**config.mk**
```make
export PLATFORM = sky130hd
export DESIGN_NAME = synapse_weight_arbiter
export DESIGN_NICKNAME = d
export VERILOG_FILES = /design/src/rtl/synapse_weight_arbiter.sv
export SDC_FILE = /design/constraint.sdc
export NUM_CORES = 1
export LEC_CHECK = 0
export CAP_MARGIN = 15
export CORE_ASPECT_RATIO = 1.25
export CORE_MARGIN = 3
export CORE_UTILIZATION = 42
export DETAILED_ROUTE_END_ITERATION = 8
export MAX_ROUTING_LAYER = met4
export PLACE_DENSITY = 0.94
export SLEW_MARGIN = 15
export SYNTH_ARGS = -nofsm -noshare
export SYNTH_HDL_FRONTEND = slang
export SYNTH_SLANG_ARGS = --single-unit
```
**constraint.sdc**
```tcl
create_clock -name clk -period 5.5 [get_ports clk]
set_input_delay 1.1 -clock clk [delete_from_list [all_inputs] [get_ports clk]]
set_output_delay 1.1 -clock clk [all_outputs]
set_load 0.02 [all_outputs]
```
**src/rtl/synapse_weight_arbiter.sv**
```systemverilog
// synapse_weight_arbiter: shares one single-port weight RAM between NUM_REQ
// neuron-core readers (round-robin) and a host write port (priority with a
// bounded streak). Read responses return two cycles after the grant, tagged
// with the one-hot ID of the issuing core.
module synapse_weight_arbiter #(
    parameter int unsigned NUM_REQ      = 4,
    parameter int unsigned ADDR_W       = 8,
    parameter int unsigned DATA_W       = 16,
    parameter int unsigned NUM_SYNAPSES = 219,
    parameter int unsigned HOST_MAX     = 4
) (
    input  logic                        clk,
    input  logic                        rst,
    input  logic [NUM_REQ-1:0]          req_valid,
    input  logic [NUM_REQ*ADDR_W-1:0]   req_addr,
    output logic [NUM_REQ-1:0]          req_ready,
    output logic [NUM_REQ-1:0]          rsp_valid,
    output logic [DATA_W-1:0]           rsp_data,
    output logic                        rsp_err,
    input  logic                        host_wr_valid,
    input  logic [ADDR_W-1:0]           host_wr_addr,
    input  logic [DATA_W-1:0]           host_wr_data,
    output logic                        host_wr_ready,
    output logic                        host_wr_err,
    output logic                        mem_en,
    output logic                        mem_we,
    output logic [ADDR_W-1:0]           mem_addr,
    output logic [DATA_W-1:0]           mem_wdata,
    input  logic [DATA_W-1:0]           mem_rdata
);

    localparam int unsigned PTR_W = (NUM_REQ > 1) ? $clog2(NUM_REQ) : 1;
    localparam int unsigned STK_W = $clog2(HOST_MAX + 1);

    // Arbitration state
    logic [PTR_W-1:0]   ptr_q, ptr_d;
    logic [STK_W-1:0]   host_streak_q, host_streak_d;

    // Issue stage (T+1) and response stage (T+2)
    logic               mem_en_q, mem_we_q, host_err_q;
    logic [ADDR_W-1:0]  mem_addr_q;
    logic [DATA_W-1:0]  mem_wdata_q;
    logic [NUM_REQ-1:0] s1_vld_q, s2_vld_q;
    logic               s1_err_q, s2_err_q;

    // Grant decode
    logic [ADDR_W-1:0]  addr_arr [NUM_REQ];
    logic               host_block;
    logic               core_gnt;
    logic [PTR_W-1:0]   gnt_idx;
    logic [PTR_W-1:0]   cand;
    logic [ADDR_W-1:0]  gnt_addr;
    logic               host_oor, core_oor;

    for (genvar g = 0; g < NUM_REQ; g++) begin : g_addr
        assign addr_arr[g] = req_addr[g*ADDR_W +: ADDR_W];
    end

    // Combinational grant: host first unless its streak is exhausted while cores wait
    always_comb begin
        req_ready     = '0;
        host_wr_ready = 1'b0;
        core_gnt      = 1'b0;
        gnt_idx       = '0;
        cand          = '0;
        host_block    = (32'(host_streak_q) >= HOST_MAX) && (|req_valid);
        if (!rst) begin
            if (host_wr_valid && !host_block) begin
                host_wr_ready = 1'b1;
            end else begin
                for (int unsigned k = 0; k < NUM_REQ; k++) begin
                    cand = PTR_W'((32'(ptr_q) + k) % NUM_REQ);
                    if (!core_gnt && req_valid[cand]) begin
                        core_gnt = 1'b1;
                        gnt_idx  = cand;
                    end
                end
                if (core_gnt) begin
                    req_ready[gnt_idx] = 1'b1;
                end
            end
        end
        gnt_addr = addr_arr[gnt_idx];
        host_oor = 32'(host_wr_addr) >= NUM_SYNAPSES;
        core_oor = 32'(gnt_addr) >= NUM_SYNAPSES;
    end

    // Next round-robin pointer and host streak counter
    always_comb begin
        ptr_d         = ptr_q;
        host_streak_d = host_streak_q;
        if (core_gnt) begin
            ptr_d = (32'(gnt_idx) == NUM_REQ - 1) ? '0 : gnt_idx + 1'b1;
        end
        if (!host_wr_valid || core_gnt) begin
            host_streak_d = '0;
        end else if (host_wr_ready && (32'(host_streak_q) < HOST_MAX)) begin
            host_streak_d = host_streak_q + 1'b1;
        end
    end

    // Registered RAM issue and two-stage response tag pipeline
    always_ff @(posedge clk) begin
        if (rst) begin
            ptr_q         <= '0;
            host_streak_q <= '0;
            mem_en_q      <= 1'b0;
            mem_we_q      <= 1'b0;
            mem_addr_q    <= '0;
            mem_wdata_q   <= '0;
            host_err_q    <= 1'b0;
            s1_vld_q      <= '0;
            s1_err_q      <= 1'b0;
            s2_vld_q      <= '0;
            s2_err_q      <= 1'b0;
        end else begin
            ptr_q         <= ptr_d;
            host_streak_q <= host_streak_d;
            mem_en_q      <= 1'b0;
            mem_we_q      <= 1'b0;
            host_err_q    <= 1'b0;
            s1_vld_q      <= '0;
            s1_err_q      <= 1'b0;
            if (host_wr_ready) begin
                if (host_oor) begin
                    host_err_q <= 1'b1;
                end else begin
                    mem_en_q    <= 1'b1;
                    mem_we_q    <= 1'b1;
                    mem_addr_q  <= host_wr_addr;
                    mem_wdata_q <= host_wr_data;
                end
            end else if (core_gnt) begin
                s1_vld_q <= req_ready;
                s1_err_q <= core_oor;
                if (!core_oor) begin
                    mem_en_q   <= 1'b1;
                    mem_addr_q <= gnt_addr;
                end
            end
            s2_vld_q <= s1_vld_q;
            s2_err_q <= s1_err_q;
        end
    end

    assign mem_en      = mem_en_q;
    assign mem_we      = mem_we_q;
    assign mem_addr    = mem_addr_q;
    assign mem_wdata   = mem_wdata_q;
    assign host_wr_err = host_err_q;
    assign rsp_valid   = s2_vld_q;
    assign rsp_err     = s2_err_q;
    assign rsp_data    = ((s2_vld_q != '0) && !s2_err_q) ? mem_rdata : '0;

endmodule

```
==> metrics.txt, run 1 <==
# TYPE chip_impl_metric gauge
chip_impl_metric{name="synth_async_sr_flop_share",unit="%"} 0
chip_impl_info{name="ys.flop_type",value="dfxtp_1"} 1
chip_impl_metric{name="number_of_synthesized_flops_with_an_enable_pin",unit=""} 0
chip_impl_metric{name="synth_area",unit="sq um"} 2380
chip_impl_info{name="layout_commonest_cell",value="clkdlybuf4s50_1"} 1
chip_impl_metric{name="cts_buffers",unit=""} 5
chip_impl_info{name="tritoncts",value="yes"} 1
chip_impl_metric{name="ys_seq_elements",unit=""} 42
chip_impl_metric{name="antenna_violating_nets_post_route",unit=""} 0
chip_impl_metric{name="fillerInstances",unit=""} 436
chip_impl_metric{name="drive_gt1_share",unit="%"} 9.25
chip_impl_metric{name="worst_clock_skew",unit="ns"} 0.00999
chip_impl_metric{name="final-setup-viol-count",unit=""} 0
chip_impl_metric{name="finalMaxSlewViolations",unit=""} 0
chip_impl_metric{name="yosysWarningCount",unit=""} 0
chip_impl_metric{name="synthToLayoutAreaGrowth",unit="%"} 59.9
chip_impl_metric{name="die_area",unit="sq um"} 6600
chip_impl_metric{name="post_dp_hpwl",unit="mm"} 5.33
chip_impl_metric{name="post-cts-setup-buffers",unit=""} 0
chip_impl_metric{name="totalWireLength",unit="mm"} 6.60
chip_impl_metric{name="static_leak",unit="uW"} 0.00163
chip_impl_metric{name="avgRoutedWirePerCell",unit="um"} 14.2
chip_impl_info{name="crit_path_end_kind",value="output port"} 1
chip_impl_metric{name="core-area",unit="sq um"} 5440
chip_impl_metric{name="grt_antenna_before_repair",unit=""} 0
chip_impl_metric{name="hold_violations",unit=""} 0
chip_impl_metric{name="crit_fanout",unit=""} 23
chip_impl_metric{name="viasPerCell",unit=""} 5.07
chip_impl_metric{name="place.port_buffers",unit=""} 131
chip_impl_info{name="mostFrequentLayoutCells",value="131 x clkdlybuf4s50_1, 53 x nand2_1, 42 x dfxtp_1, 21 x mux2i_1, 20 x nor2_1"} 1
chip_impl_metric{name="timing_worst_slew_pin_value",unit="ns"} 0.662
chip_impl_metric{name="syn_avg_cell_area",unit="sq um"} 8.70
chip_impl_info{name="min_path_type",value="flop to flop"} 1
chip_impl_metric{name="period_needed",unit="ns"} 4.53
chip_impl_metric{name="antenna_cells",unit=""} 0
chip_impl_metric{name="routability_driven_placement_congestion_ratio",unit=""} 0.845
chip_impl_metric{name="setup_tns_final",unit="ns"} 0
chip_impl_metric{name="drcViolationCount",unit=""} 0
chip_impl_metric{name="detailroute.via_count",unit=""} 2351
chip_impl_metric{name="globalRouteOverflowTotal",unit=""} 0
chip_impl_metric{name="post-route-period-util",unit="%"} 82.4
chip_impl_metric{name="cts-htree-levels",unit=""} 2
chip_impl_metric{name="power_per_cell_area",unit="nW/um^2"} 221
chip_impl_metric{name="maxCapViolations",unit=""} 0
chip_impl_metric{name="die_w",unit="um"} 73.3
chip_impl_info{name="crit_type",value="primary input to output port"} 1
chip_impl_metric{name="grt_max_degree",unit=""} 24
chip_impl_metric{name="die_h",unit="um"} 90.1
chip_impl_metric{name="cp.required",unit="ns"} 4.40
chip_impl_metric{name="cts-hold-fix-buffers",unit=""} 0
chip_impl_metric{name="synth.yosys.seq_area_share",unit="%"} 35.4
chip_impl_metric{name="first_global_vias",unit=""} 2373
chip_impl_metric{name="detailedRoute.firstIterationViolations",unit=""} 144
chip_impl_metric{name="critical_path_arrival",unit="ns"} 3.43
chip_impl_metric{name="io_pins",unit=""} 132
chip_impl_info{name="outcome",value="completed"} 1
chip_impl_metric{name="nNetsFinal",unit=""} 480
chip_impl_metric{name="count_of_different_cell_masters_after_synthesis",unit=""} 45
chip_impl_metric{name="grt_first_pass_wirelength",unit="mm"} 10.8
chip_impl_metric{name="max-slew-margin-rel",unit="%"} 55.7
chip_impl_metric{name="synthCells",unit=""} 273
chip_impl_metric{name="ctsResizeCount",unit=""} 0
chip_impl_metric{name="start_util",unit="%"} 43.7
chip_impl_info{name="root_buffer",value="clkbuf_8"} 1
chip_impl_info{name="setup.worst_path.start_class",value="primary input"} 1
chip_impl_metric{name="std_cell_rows",unit=""} 30
chip_impl_metric{name="firstDrtPassIters",unit=""} 5
chip_impl_metric{name="fmax",unit="GHz"} 0.221
chip_impl_metric{name="cts-root-to-sink-buffers",unit=""} 2
chip_impl_info{name="unrepaired_setup_endpoints_after_global_routing",value="false"} 1
chip_impl_metric{name="tritoncts_sink_count",unit=""} 42
chip_impl_metric{name="final_util",unit="%"} 69.8
chip_impl_metric{name="clkTransAtPathRegs",unit="ns"} 0.09
chip_impl_metric{name="groute.usage.overall",unit="%"} 20.8
chip_impl_metric{name="synthesis.nets",unit=""} 354
chip_impl_metric{name="ir_worst_vdd",unit="uV"} 182
chip_impl_metric{name="clk_latency",unit="ns"} 0.29
-- logic make-up (layout without fill, tap and decap cells) --
family / count (synthesis) / after routing / share of synthesized area (%)
multiplexers: 30 / 30 / 13.8
adder cells (fa/ha/maj): 2 / 2 / 1.05
flip-flops: 42 / 42 / 35.4
AO/OA/AOI/OAI: 31 / 31 / 12.4
AND/OR/NAND/NOR: 148 / 148 / 33.0
XOR/XNOR: 1 / 1 / 0.369
buffers and inverters: 19 / 146 / 4.00
-- report_power, final --
part           internal [uW]  leakage, uW  total, uW  switching, uW
Sequential               328     0.000345        344           15.4
Combinational            158      0.00124        295            138
Clock                   91.6    0.0000447        202            110
Total                    578      0.00163        841            263
-- registers in the layout (all words and copies together), names as in the netlist --
register / count
mem_wdata: 16
host_streak_q: 3
mem_en: 1
rsp_valid: 4
rsp_err: 1
host_wr_err: 1
s1_vld_q: 4
s1_err_q: 1
mem_addr: 8
mem_we: 1
ptr_q: 2
-- metal layers --
| layer | share of wire, % | vias to the layer above | GRT usage [%] |
|---|---|---|---|
| li1 | - | 1185 | - |
| met1 | 36 | 1049 | 21.8 |
| met2 | 54 | 107 | 37.4 |
| met3 | 8.2 | 10 | 5.70 |
| met4 | 1.4 | 0 | 4.92 |
| met5 | 0 | - | - |
-- worst paths after layout --
check | start | slack [ns] | cells after the start | end
hold / removal | s1_vld_q[1] | 0.44 | 1 | rsp_valid[1]
setup reg to reg | ptr_q[0] | 2.75 | 8 | mem_addr[2]
hold reg to reg | s1_vld_q[1] | 0.44 | 1 | rsp_valid[1]
setup / recovery | rst | 0.97 | 6 | host_wr_ready
-- cell type report --
cell class / instances / area, sq um / share of cell area [%]
repair buffers: 133 / 1330 / 34.9
clock buffers: 5 / 68.8 / 1.81
clock inverters: 3 / 25.0 / 0.659
well taps: 64 / 80.1 / 2.11
flip-flops and latches: 42 / 841 / 22.1
inverters: 5 / 18.8 / 0.494
multi-input cells: 212 / 1440 / 37.9
-- per-stage QoR --
step	power (uW)	worst slack, ns	hold slack (ns)	cell area [sq um]	cells
5_1_grt	891	0.752	0.464	3800	464
3_5_place_dp	646	0.952	0.427	3710	456
6_report	841	0.967	0.443	3800	464
4_1_cts	852	0.943	0.448	3800	464
2_1_floorplan	508	2.05	0.414	2380	273
3_3_place_gp	640	0.986	0.418	3710	456
-- synth_stat cells, types with 2 or more instances --
cell type	instances	area, sq um
ha_1	2	25.0
nand2b_1	8	50.1
nor2b_1	10	62.6
nand2_1	53	199
and2_1	17	106
and3_1	5	31.3
nand3_1	3	15.0
a211o_1	4	35.0
clkbuf_1	11	41.3
a21oi_1	8	40.0
inv_1	5	18.8
o221ai_2	4	60.1
nand3b_1	18	135
mux2i_2	2	27.5
dfxtp_1	42	841
mux2_2	6	67.6
mux2i_1	21	210
nand4_1	4	25.0
nor2_1	20	75.1
o21ai_0	5	25.0
-- worst max-delay path, stage by stage --
cell	delay (ns)
clkdlybuf4s50_1	0.77
buf_4	0.35
nand2b_1	0.17
nand2b_1	0.36
inv_1	0.11
clkdlybuf4s50_1	0.56
Power figures use the tool's default switching activity.
==> run 2, diff against run 1 <==
--- a/config.mk
+++ b/config.mk
@@ -8,10 +8,10 @@
 export CAP_MARGIN = 15
 export CORE_ASPECT_RATIO = 1.25
 export CORE_MARGIN = 3
-export CORE_UTILIZATION = 42
+export CORE_UTILIZATION = 39
 export DETAILED_ROUTE_END_ITERATION = 8
 export MAX_ROUTING_LAYER = met4
-export PLACE_DENSITY = 0.94
+export PLACE_DENSITY = 0.89
 export SLEW_MARGIN = 15
 export SYNTH_ARGS = -nofsm -noshare
 export SYNTH_HDL_FRONTEND = slang
==> constraint.sdc (replaced) <==
create_clock -name clk -period 4.5 [get_ports clk]
set_input_delay 0.9 -clock clk [delete_from_list [all_inputs] [get_ports clk]]
set_output_delay 0.9 -clock clk [all_outputs]
set_load 0.02 [all_outputs]
==> run 2 against run 1 <==
Compared with the run above:
- hold slack improved by 0.0030 ns
- highest routed layer unchanged
- sequential cell count unchanged
- die area up 7.1%
- critical endpoint is now req_ready[3]
==> metrics.txt, run 2 (same netlist as run 1, synthesis figures left out) <==
# TYPE chip_impl_metric gauge
chip_impl_metric{name="maxCapViolations",unit=""} 0
chip_impl_metric{name="ctsResizeCount",unit=""} 0
chip_impl_info{name="crit_path_end_kind",value="output port"} 1
chip_impl_metric{name="critical_path_arrival",unit="ns"} 3.06
chip_impl_metric{name="crit_fanout",unit=""} 18
chip_impl_metric{name="number_of_flip_flops_under_the_largest_register_name",unit=""} 16
chip_impl_metric{name="viasPerCell",unit=""} 4.92
chip_impl_info{name="setup.worst_path.start_class",value="primary input"} 1
chip_impl_metric{name="final_util",unit="%"} 65.9
chip_impl_metric{name="timing.critical_path.slowest_cell_delay",unit="ns"} 0.61
chip_impl_metric{name="final-setup-viol-count",unit=""} 0
chip_impl_metric{name="antenna_cells",unit=""} 0
chip_impl_metric{name="routability_driven_placement_congestion_ratio",unit=""} 0.782
chip_impl_metric{name="detailedRoute.firstIterationViolations",unit=""} 54
chip_impl_metric{name="std_cell_rows",unit=""} 31
chip_impl_info{name="layout_commonest_cell",value="clkdlybuf4s50_1"} 1
chip_impl_metric{name="cts-root-to-sink-buffers",unit=""} 2
chip_impl_metric{name="grt_first_pass_wirelength",unit="mm"} 10.6
chip_impl_metric{name="worst_clock_skew",unit="ns"} 0.00654
chip_impl_info{name="critical_path_s_slowest_cell",value="clkdlybuf4s50_1"} 1
chip_impl_metric{name="power_frac_comb",unit="%"} 33.8
chip_impl_metric{name="io_pins",unit=""} 132
chip_impl_metric{name="fmax",unit="GHz"} 0.253
chip_impl_metric{name="post-route-period-util",unit="%"} 88.0
chip_impl_metric{name="synthToLayoutAreaGrowth",unit="%"} 62.5
chip_impl_info{name="root_buffer",value="clkbuf_8"} 1
chip_impl_metric{name="totalWireLength",unit="mm"} 6.81
chip_impl_metric{name="power.sequential.fraction",unit="%"} 39.2
chip_impl_metric{name="net-switching-power",unit="uW"} 315
chip_impl_metric{name="nNetsFinal",unit=""} 483
chip_impl_metric{name="power_per_cell_area",unit="nW/um^2"} 278
chip_impl_metric{name="finalMaxSlewViolations",unit=""} 0
chip_impl_metric{name="period_needed",unit="ns"} 3.96
chip_impl_metric{name="place.port_buffers",unit=""} 131
chip_impl_metric{name="setup_tns_final",unit="ns"} 0
chip_impl_metric{name="cts_buffers",unit=""} 5
chip_impl_metric{name="sw_ratio",unit="%"} 29.3
chip_impl_metric{name="die_area",unit="sq um"} 7070
chip_impl_metric{name="detailroute.via_count",unit=""} 2384
chip_impl_metric{name="grt_antenna_before_repair",unit=""} 0
chip_impl_info{name="mostFrequentLayoutCells",value="131 x clkdlybuf4s50_1, 53 x nand2_1, 42 x dfxtp_1, 21 x mux2i_1, 20 x nor2_1"} 1
chip_impl_metric{name="clkTransAtPathRegs",unit="ns"} 0.08
chip_impl_metric{name="grt_max_degree",unit=""} 23
chip_impl_metric{name="clk_latency",unit="ns"} 0.29
chip_impl_info{name="unrepaired_setup_endpoints_after_global_routing",value="false"} 1
chip_impl_metric{name="clkPwrFrac",unit="%"} 27.0
chip_impl_info{name="min_path_type",value="flop to flop"} 1
chip_impl_metric{name="ir_worst_vdd",unit="uV"} 238
chip_impl_metric{name="groute.usage.overall",unit="%"} 19.7
chip_impl_metric{name="static_leak",unit="uW"} 0.00165
chip_impl_info{name="tritoncts",value="yes"} 1
chip_impl_metric{name="globalRouteOverflowTotal",unit=""} 0
chip_impl_metric{name="hold_violations",unit=""} 0
chip_impl_metric{name="critPathBufInv",unit=""} 2
chip_impl_metric{name="drive_gt1_share",unit="%"} 9.93
chip_impl_metric{name="core-area",unit="sq um"} 5860
chip_impl_metric{name="firstDrtPassIters",unit=""} 4
chip_impl_metric{name="timing_worst_slew_pin_value",unit="ns"} 0.658
chip_impl_metric{name="avgRoutedWirePerCell",unit="um"} 14.0
chip_impl_metric{name="antenna_violating_nets_post_route",unit=""} 0
chip_impl_info{name="crit_top_cell",value="clkdlybuf4s50_1"} 1
chip_impl_metric{name="die_h",unit="um"} 93.3
chip_impl_info{name="cpLargestDelayFamily",value="buffers and inverters"} 1
chip_impl_info{name="crit_type",value="primary input to output port"} 1
chip_impl_metric{name="cellInternalPower",unit="uW"} 759
chip_impl_info{name="worstPathCellList",value="clkdlybuf4s50_1 > nor2b_1 > nor3b_1 > a2bb2oi_2 > nand2_4 > nor2_1 > clkdlybuf4s50_1"} 1
chip_impl_metric{name="die_w",unit="um"} 75.8
chip_impl_metric{name="cts-hold-fix-buffers",unit=""} 0
chip_impl_metric{name="cp.required",unit="ns"} 3.60
chip_impl_metric{name="tritoncts_sink_count",unit=""} 42
chip_impl_metric{name="post-cts-setup-buffers",unit=""} 0
chip_impl_metric{name="first_global_vias",unit=""} 2384
chip_impl_metric{name="drcViolationCount",unit=""} 0
chip_impl_metric{name="start_util",unit="%"} 40.6
chip_impl_metric{name="max-slew-margin-rel",unit="%"} 55.9
chip_impl_metric{name="cts-htree-levels",unit=""} 2
chip_impl_metric{name="post_dp_hpwl",unit="mm"} 5.60
chip_impl_info{name="outcome",value="completed"} 1
run 2: changes by cell type in the layout (fill, tap and decap cells not counted):
| cell | change |
|---|---|
| clkinv_2 | +2 |
| clkinv_4 | -1 |
| inv_6 | -1 |
| bufinv_16 | +1 |
| buf_4 | +3 |
| clkinvlp_4 | -1 |
run 2: power groups by stage:
stage	sequential, uW	clock [uW]	combinational (uW)
3_5_place_dp	429	0	365
3_3_place_gp	428	0	358
5_1_grt	425	311	392
4_1_cts	421	297	366
2_1_floorplan	453	0	167
6_report	421	290	363
run 2: layer usage:
layer,routed length [um],GRT usage (%),part of all wire [%],up-vias
li1,-,-,-,1186
met1,2530,20.0,37,1091
met2,3710,37.5,55,101
met3,499,4.19,7.3,6
met4,64,3.94,0.94,0
met5,0,-,0,-
run 2: final cells by class:
class                           instances  area (sq um)
Timing Repair Buffer                  136          1350
Clock buffer                            5          68.8
Tap cell                               82           103
Clock inverter                          3          40.0
Sequential cell                        42           841
Fill cell                             495          2000
Inverter                                5          18.8
Multi-Input combinational cell        212          1440
run 2: worst paths after layout:
path / cells after the start / startpoint / slack [ns] / endpoint
worst max-delay path: 7 / req_valid[2] / 0.54 / req_ready[3]
worst min-delay path: 1 / s1_err_q / 0.45 / rsp_err
worst max register to register: 8 / ptr_q[0] / 1.78 / mem_addr[5]
worst min register to register: 1 / s1_err_q / 0.45 / rsp_err
run 2: worst register-to-register path, stage by stage (launching register included):
cell      delay [ns]
dfxtp_1         0.43
nor2b_1         0.09
o21bai_1        0.29
nand3_2         0.55
mux2i_2         0.43
mux2i_4         0.15
a211o_4         0.36
and2_4          0.17
o221ai_2        0.18
run 2: metrics by stage:
step | power (uW) | instance area [sq um] | setup WS (ns) | std cells | hold slack [ns]
CTS | 1080 | 3860 | 0.513 | 485 | 0.444
global placement | 785 | 3750 | 0.580 | 477 | 0.420
global route | 1130 | 3860 | 0.375 | 485 | 0.472
detailed placement | 794 | 3750 | 0.522 | 477 | 0.425
finish | 1070 | 3860 | 0.542 | 485 | 0.446
floorplan | 620 | 2380 | 1.45 | 273 | 0.414
==> run 3, diff against run 2 <==
--- a/config.mk
+++ b/config.mk
@@ -7,11 +7,11 @@
 export LEC_CHECK = 0
 export CAP_MARGIN = 15
 export CORE_ASPECT_RATIO = 1.25
-export CORE_MARGIN = 3
 export CORE_UTILIZATION = 39
 export DETAILED_ROUTE_END_ITERATION = 8
 export MAX_ROUTING_LAYER = met4
 export PLACE_DENSITY = 0.89
+export REMOVE_ABC_BUFFERS = 1
 export SLEW_MARGIN = 15
 export SYNTH_ARGS = -nofsm -noshare
 export SYNTH_HDL_FRONTEND = slang
==> run 3 against run 2 <==
Compared with the run above:
- via count is 1.2% higher
- critical path depth did not move
- setup slack improved by 0.0058 ns
- non-clock buffer count decreased by 1
- core utilization shrank 0.27 points
- largest cell class unchanged
- largest power group unchanged
- combinational power hardly changed
- sequential share of layout area is 0.24 points higher
- first-iteration DRC count grew to 3.5 times the previous value
- critical endpoint unchanged
- sequential cell count unchanged
- power down 4.1%
==> metrics.txt, run 3 (same netlist as run 1, synthesis figures left out) <==
# TYPE chip_impl_metric gauge
chip_impl_metric{name="crit_fanout",unit=""} 18
chip_impl_metric{name="setup_tns_final",unit="ns"} 0
chip_impl_metric{name="die_h",unit="um"} 89.3
chip_impl_metric{name="critical_path_arrival",unit="ns"} 3.05
chip_impl_metric{name="avgRoutedWirePerCell",unit="um"} 14.0
chip_impl_metric{name="place.port_buffers",unit=""} 131
chip_impl_metric{name="final-setup-viol-count",unit=""} 0
chip_impl_metric{name="static_leak",unit="uW"} 0.00164
chip_impl_metric{name="worst_clock_skew",unit="ns"} 0.00281
chip_impl_info{name="cpLargestDelayFamily",value="buffers and inverters"} 1
chip_impl_info{name="busiest_layer",value="met2"} 1
chip_impl_metric{name="ir_worst_vdd",unit="uV"} 129
chip_impl_metric{name="timing_worst_slew_pin_value",unit="ns"} 0.700
chip_impl_info{name="min_path_type",value="flop to flop"} 1
chip_impl_metric{name="ctsResizeCount",unit=""} 0
chip_impl_metric{name="max-slew-margin-rel",unit="%"} 53.1
chip_impl_metric{name="post-cts-setup-buffers",unit=""} 0
chip_impl_info{name="root_buffer",value="clkbuf_8"} 1
chip_impl_metric{name="cts-root-to-sink-buffers",unit=""} 2
chip_impl_metric{name="hold_violations",unit=""} 0
chip_impl_metric{name="synthToLayoutAreaGrowth",unit="%"} 60.7
chip_impl_metric{name="post-route-period-util",unit="%"} 87.8
chip_impl_info{name="setup.worst_path.start_class",value="primary input"} 1
chip_impl_metric{name="cts-htree-levels",unit=""} 2
chip_impl_metric{name="post_dp_hpwl",unit="mm"} 5.19
chip_impl_info{name="worstPathCellList",value="clkdlybuf4s50_1 > nor2b_1 > nor3_1 > a2bb2oi_2 > nand2_4 > nor2_1 > clkdlybuf4s50_1"} 1
chip_impl_metric{name="std_cell_rows",unit=""} 31
chip_impl_metric{name="grt_antenna_before_repair",unit=""} 0
chip_impl_metric{name="maxCapViolations",unit=""} 0
chip_impl_metric{name="die_area",unit="sq um"} 6410
chip_impl_info{name="layout_commonest_cell",value="clkdlybuf4s50_1"} 1
chip_impl_metric{name="clk_latency",unit="ns"} 0.29
chip_impl_metric{name="detailedRoute.firstIterationViolations",unit=""} 188
chip_impl_metric{name="cts_buffers",unit=""} 5
chip_impl_metric{name="final_util",unit="%"} 65.6
chip_impl_metric{name="number_of_flip_flops_under_the_largest_register_name",unit=""} 16
chip_impl_metric{name="io_pins",unit=""} 132
chip_impl_info{name="crit_top_cell",value="clkdlybuf4s50_1"} 1
chip_impl_info{name="critical_path_s_slowest_cell",value="clkdlybuf4s50_1"} 1
chip_impl_metric{name="grt_first_pass_wirelength",unit="mm"} 10.3
chip_impl_metric{name="setup_ws_post_layout",unit="ns"} 0.548
chip_impl_metric{name="totalWireLength",unit="mm"} 6.54
chip_impl_metric{name="groute.usage.overall",unit="%"} 21.2
chip_impl_metric{name="grt_max_degree",unit=""} 34
chip_impl_metric{name="clkTransAtPathRegs",unit="ns"} 0.08
chip_impl_metric{name="first_global_vias",unit=""} 2342
chip_impl_info{name="outcome",value="completed"} 1
chip_impl_metric{name="critPathBufInv",unit=""} 2
chip_impl_metric{name="nNetsFinal",unit=""} 482
chip_impl_metric{name="die_w",unit="um"} 71.8
chip_impl_metric{name="cp.required",unit="ns"} 3.60
chip_impl_metric{name="firstDrtPassIters",unit=""} 5
chip_impl_metric{name="cts-hold-fix-buffers",unit=""} 0
chip_impl_metric{name="detailroute.via_count",unit=""} 2412
chip_impl_metric{name="antenna_violating_nets_post_route",unit=""} 0
chip_impl_metric{name="viasPerCell",unit=""} 5.15
chip_impl_metric{name="use_met3",unit="%"} 5.07
chip_impl_metric{name="tritoncts_sink_count",unit=""} 42
chip_impl_metric{name="routability_driven_placement_congestion_ratio",unit=""} 0.818
chip_impl_metric{name="finalMaxSlewViolations",unit=""} 0
chip_impl_info{name="tritoncts",value="yes"} 1
chip_impl_metric{name="core-area",unit="sq um"} 5820
chip_impl_metric{name="period_needed",unit="ns"} 3.95
chip_impl_metric{name="timing.critical_path.slowest_cell_delay",unit="ns"} 0.62
chip_impl_metric{name="groute.layer.met2.usage",unit="%"} 41.1
chip_impl_metric{name="hold_slack",unit="ns"} 0.436
chip_impl_metric{name="power_per_cell_area",unit="nW/um^2"} 270
chip_impl_info{name="crit_path_end_kind",value="output port"} 1
chip_impl_metric{name="fillerInstances",unit=""} 491
chip_impl_metric{name="antenna_cells",unit=""} 0
chip_impl_metric{name="globalRouteOverflowTotal",unit=""} 0
chip_impl_info{name="mostFrequentLayoutCells",value="131 x clkdlybuf4s50_1, 53 x nand2_1, 42 x dfxtp_1, 21 x mux2i_1, 20 x nor2_1"} 1
chip_impl_metric{name="drcViolationCount",unit=""} 0
chip_impl_info{name="unrepaired_setup_endpoints_after_global_routing",value="false"} 1
chip_impl_info{name="crit_type",value="primary input to output port"} 1
chip_impl_metric{name="start_util",unit="%"} 40.8
chip_impl_metric{name="fmax",unit="GHz"} 0.253
chip_impl_metric{name="drive_gt1_share",unit="%"} 9.70
chip_impl_metric{name="grtUsageMet1",unit="%"} 20.1
chip_impl_metric{name="dp_slack",unit="ns"} 0.559
[run 3: cell types whose count changed in the layout (fill, tap and decap cells not counted)]
| cell | delta |
|---|---|
| buf_4 | -1 |
| bufinv_16 | -1 |
| clkbuf_8 | +1 |
| clkinv_2 | -1 |
| clkinvlp_4 | +1 |
[run 3: cell type report]
cell class | count | area [sq um] | area share, %
clock buffer | 6 | 82.6 | 2.16
clock inverter | 2 | 12.5 | 0.328
inverter | 5 | 18.8 | 0.491
multi-input combinational | 212 | 1440 | 37.7
sequential | 42 | 841 | 22.0
tap | 66 | 82.6 | 2.16
timing repair buffer | 135 | 1340 | 35.1
[run 3: final timing paths]
kind	slack, ns	from	cells past startpoint	endpoint
hold reg to reg	0.44	s1_vld_q[1]	1	rsp_valid[1]
setup reg to reg	1.75	ptr_q[0]	8	mem_addr[0]
setup / recovery	0.55	req_valid[0]	7	req_ready[3]
hold / removal	0.44	s1_vld_q[1]	1	rsp_valid[1]
[run 3: worst register-to-register path, delay by kind of cell (launching register included)]
| family | cells | cell delay (ns) |
|---|---|---|
| multiplexers | 2 | 0.59 |
| AND/OR/NAND/NOR | 3 | 0.83 |
| flip-flops | 1 | 0.42 |
| AO/OA/AOI/OAI | 3 | 0.84 |
[run 3: power breakdown]
part / total, uW / switching, uW / internal (uW)
clock: 249 / 125 / 123
sequential: 419 / 17.9 / 401
combinational: 363 / 169 / 194
[run 3: metrics by stage]
stage	area, sq um	power, uW	cells
after floorplan	2300	610	259
after global placement	3720	783	460
after detailed placement	3720	792	460
after CTS	3820	1040	468
after global routing	3820	1080	468
final	3820	1030	468
[run 3: layer usage]
layer | part of all wire, % | vias up
li1 | - | 1191
met1 | 36 | 1092
met2 | 55 | 119
met3 | 7.7 | 10
met4 | 1.7 | 0
met5 | 0 | -
==> variant (settings of run 3) <==
Register the output `host_wr_err` once more, with the module's reset; this adds one clock of latency there. The other outputs are not delayed to match.
--- a/src/rtl/synapse_weight_arbiter.sv
+++ b/src/rtl/synapse_weight_arbiter.sv
@@ -149,3 +149,9 @@
     assign mem_wdata   = mem_wdata_q;
-    assign host_wr_err = host_err_q;
+    always_ff @(posedge clk) begin
+        if (rst) begin
+            host_wr_err <= '0;
+        end else begin
+            host_wr_err <= host_err_q;
+        end
+    end
     assign rsp_valid   = s2_vld_q;
Behaviour: not the same (Yosys sat finds a counterexample within 4 cycles, from zero or initial values and one cycle with rst high).
==> variant against run 3 <==
  * Clock skew rose by 5.0 ps
  * Sequential cell count up 1
  * Setup slack got worse by 22 ps
  * Cell area up 1.4%
  * Synthesized area grew 1.1%
  * Count of clock-buffer cells in the layout is 1 higher
  * Total power rose by 3.3%
  * Wire length up 2.2%
==> variant: results <==
[synth]
ys_dominant_reg_cell = dfxtp_1
netlist_top_cells_area = dfxtp_1 36%, mux2i_1 8.8%, nand2_1 8.3%, nand3b_1 5.6%, and2_1 4.4%
synth-seq-area-share = 0.358
post_synth.cell_area_avg_um2 = 8.74
yosys-top-cells-count = 53 x nand2_1, 43 x dfxtp_1, 21 x mux2i_1
synthDistinctLibCells = 45

[worst_setup_path]
crit_path_end = req_ready[1]
reg2regPathDepth = 8
worstPathArrival_ps = 3070
timing.rr.end = mem_addr[0]$_SDFFE_PP0P_
timing.reg2reg.setup_slack_ps = 1800
r2r_start = ptr_q[0]$_SDFFE_PP0P_
critPathLaunch = req_valid[0]

[detailed_routing]
firstDrtPassIters = 4
drt_iter0_markers = 87
dr_total_vias = 2401
total_detailed_routing_wirelength_um = 6690

[final_layout]
fin_nets = 484
final-instance-count-excl-fill = 486
fillers = 487
number_of_flip_flops_in_the_largest_register = 16
fraction_of_layout_instances_using_a_drive_strength_above_1 = 0.0965
insertedDiodeCount = 0

[global_route]
global_routing_usage_summed_across_all_routing_layers = 0.214
grt_max_degree = 39
grt_antenna_before_repair = 0
first_pass_grt_wire_length_um = 10700

[hold_path]
worst_hold_path.num_cells = 1

[timing]
setup_skew_after_layout_ps = 7.85
timing.max_slew.rel_slack = 0.533

[clocking]
post_cts_repair_timing_setup_buffer_count = 0
clk_root_buffer_cell = clkbuf_8
cts-buffers-inserted = 5

[power]
worst_vdd_rail_ir_drop_mv = 0.119
p_leak_nw = 1.65

[placement]
detailed_place_hpwl_um = 5210
placed_cell_area_um2 = 3770
gpl.final_weighted_congestion = 0.789
place.port_buffers = 131

[outcome]
outcome = completed
-- variant: cell count changes after synthesis --
cell,delta
dfxtp_1,+1
nor2b_1,+1
-- variant: area by class of cell --
class / count / share of cell area
Inverter: 5 / 0.00484
Timing Repair Buffer: 135 / 0.346
Tap cell: 82 / 0.0265
Clock buffer: 7 / 0.0249
Sequential cell: 43 / 0.222
Clock inverter: 1 / 0.00194
Multi-Input combinational cell: 213 / 0.373
-- variant: metal layers --
metal / wire length, um / up-vias / track usage / share of wire
li1: - / 1188 / - / -
met1: 2450 / 1096 / 0.202 / 0.37
met2: 3610 / 106 / 0.410 / 0.54
met3: 489 / 11 / 0.0404 / 0.073
met4: 137 / 0 / 0.0850 / 0.020
met5: 0 / - / - / 0
-- variant: worst min-delay path by stage --
| stage | start | to | slack (ps) |
|---|---|---|---|
| floorplan | host_err_q$_SDFF_PP0_ | host_wr_err$_SDFF_PP0_ | 410 |
| global placement | s1_vld_q[1]$_SDFF_PP0_ | rsp_valid[1]$_SDFF_PP0_ | 420 |
| detailed placement | s1_vld_q[0]$_SDFF_PP0_ | rsp_valid[0]$_SDFF_PP0_ | 420 |
| CTS | s1_vld_q[0]$_SDFF_PP0_ | rsp_valid[0]$_SDFF_PP0_ | 440 |
| global route | s1_vld_q[1]$_SDFF_PP0_ | rsp_valid[1]$_SDFF_PP0_ | 460 |
| finish | s1_vld_q[0]$_SDFF_PP0_ | rsp_valid[0]$_SDFF_PP0_ | 440 |
-- variant: stage by stage --
| step | utilization | total power [W] | worst slack [ps] |
|---|---|---|---|
| finish | 0.661 | 0.00106 | 525 |
| global route | 0.661 | 0.00112 | 405 |
| CTS | 0.661 | 0.00107 | 518 |
| detailed placement | 0.644 | 0.000800 | 522 |
| global placement | 0.644 | 0.000793 | 617 |
| floorplan | - | 0.000619 | 1240 |
-- variant: kinds of logic (layout without fill, tap and decap cells) --
group / count (synthesis) / after routing / share of synthesized area
buffers and inverters: 19 / 148 / 0.0396
AO/OA/AOI/OAI: 31 / 31 / 0.123
XOR/XNOR: 1 / 1 / 0.00365
AND/OR/NAND/NOR: 149 / 149 / 0.329
flip-flops: 43 / 43 / 0.358
multiplexers: 30 / 30 / 0.136
adder cells (fa/ha/maj): 2 / 2 / 0.0104
-- variant: where the power goes --
group,leakage [nW],internal [W],switching (W),total (W)
Combinational,1.25,0.000194,0.000169,0.000363
Sequential,0.353,0.000410,0.0000182,0.000429
Clock,0.0505,0.000140,0.000134,0.000273
-- variant: worst max-delay path, stage by stage --
cell             delay (ps)
clkdlybuf4s50_1         500
nor2b_1                 170
nor3b_1                 270
a2bb2oi_2               270
nand2_4                 200
nor2_1                  130
clkdlybuf4s50_1         620
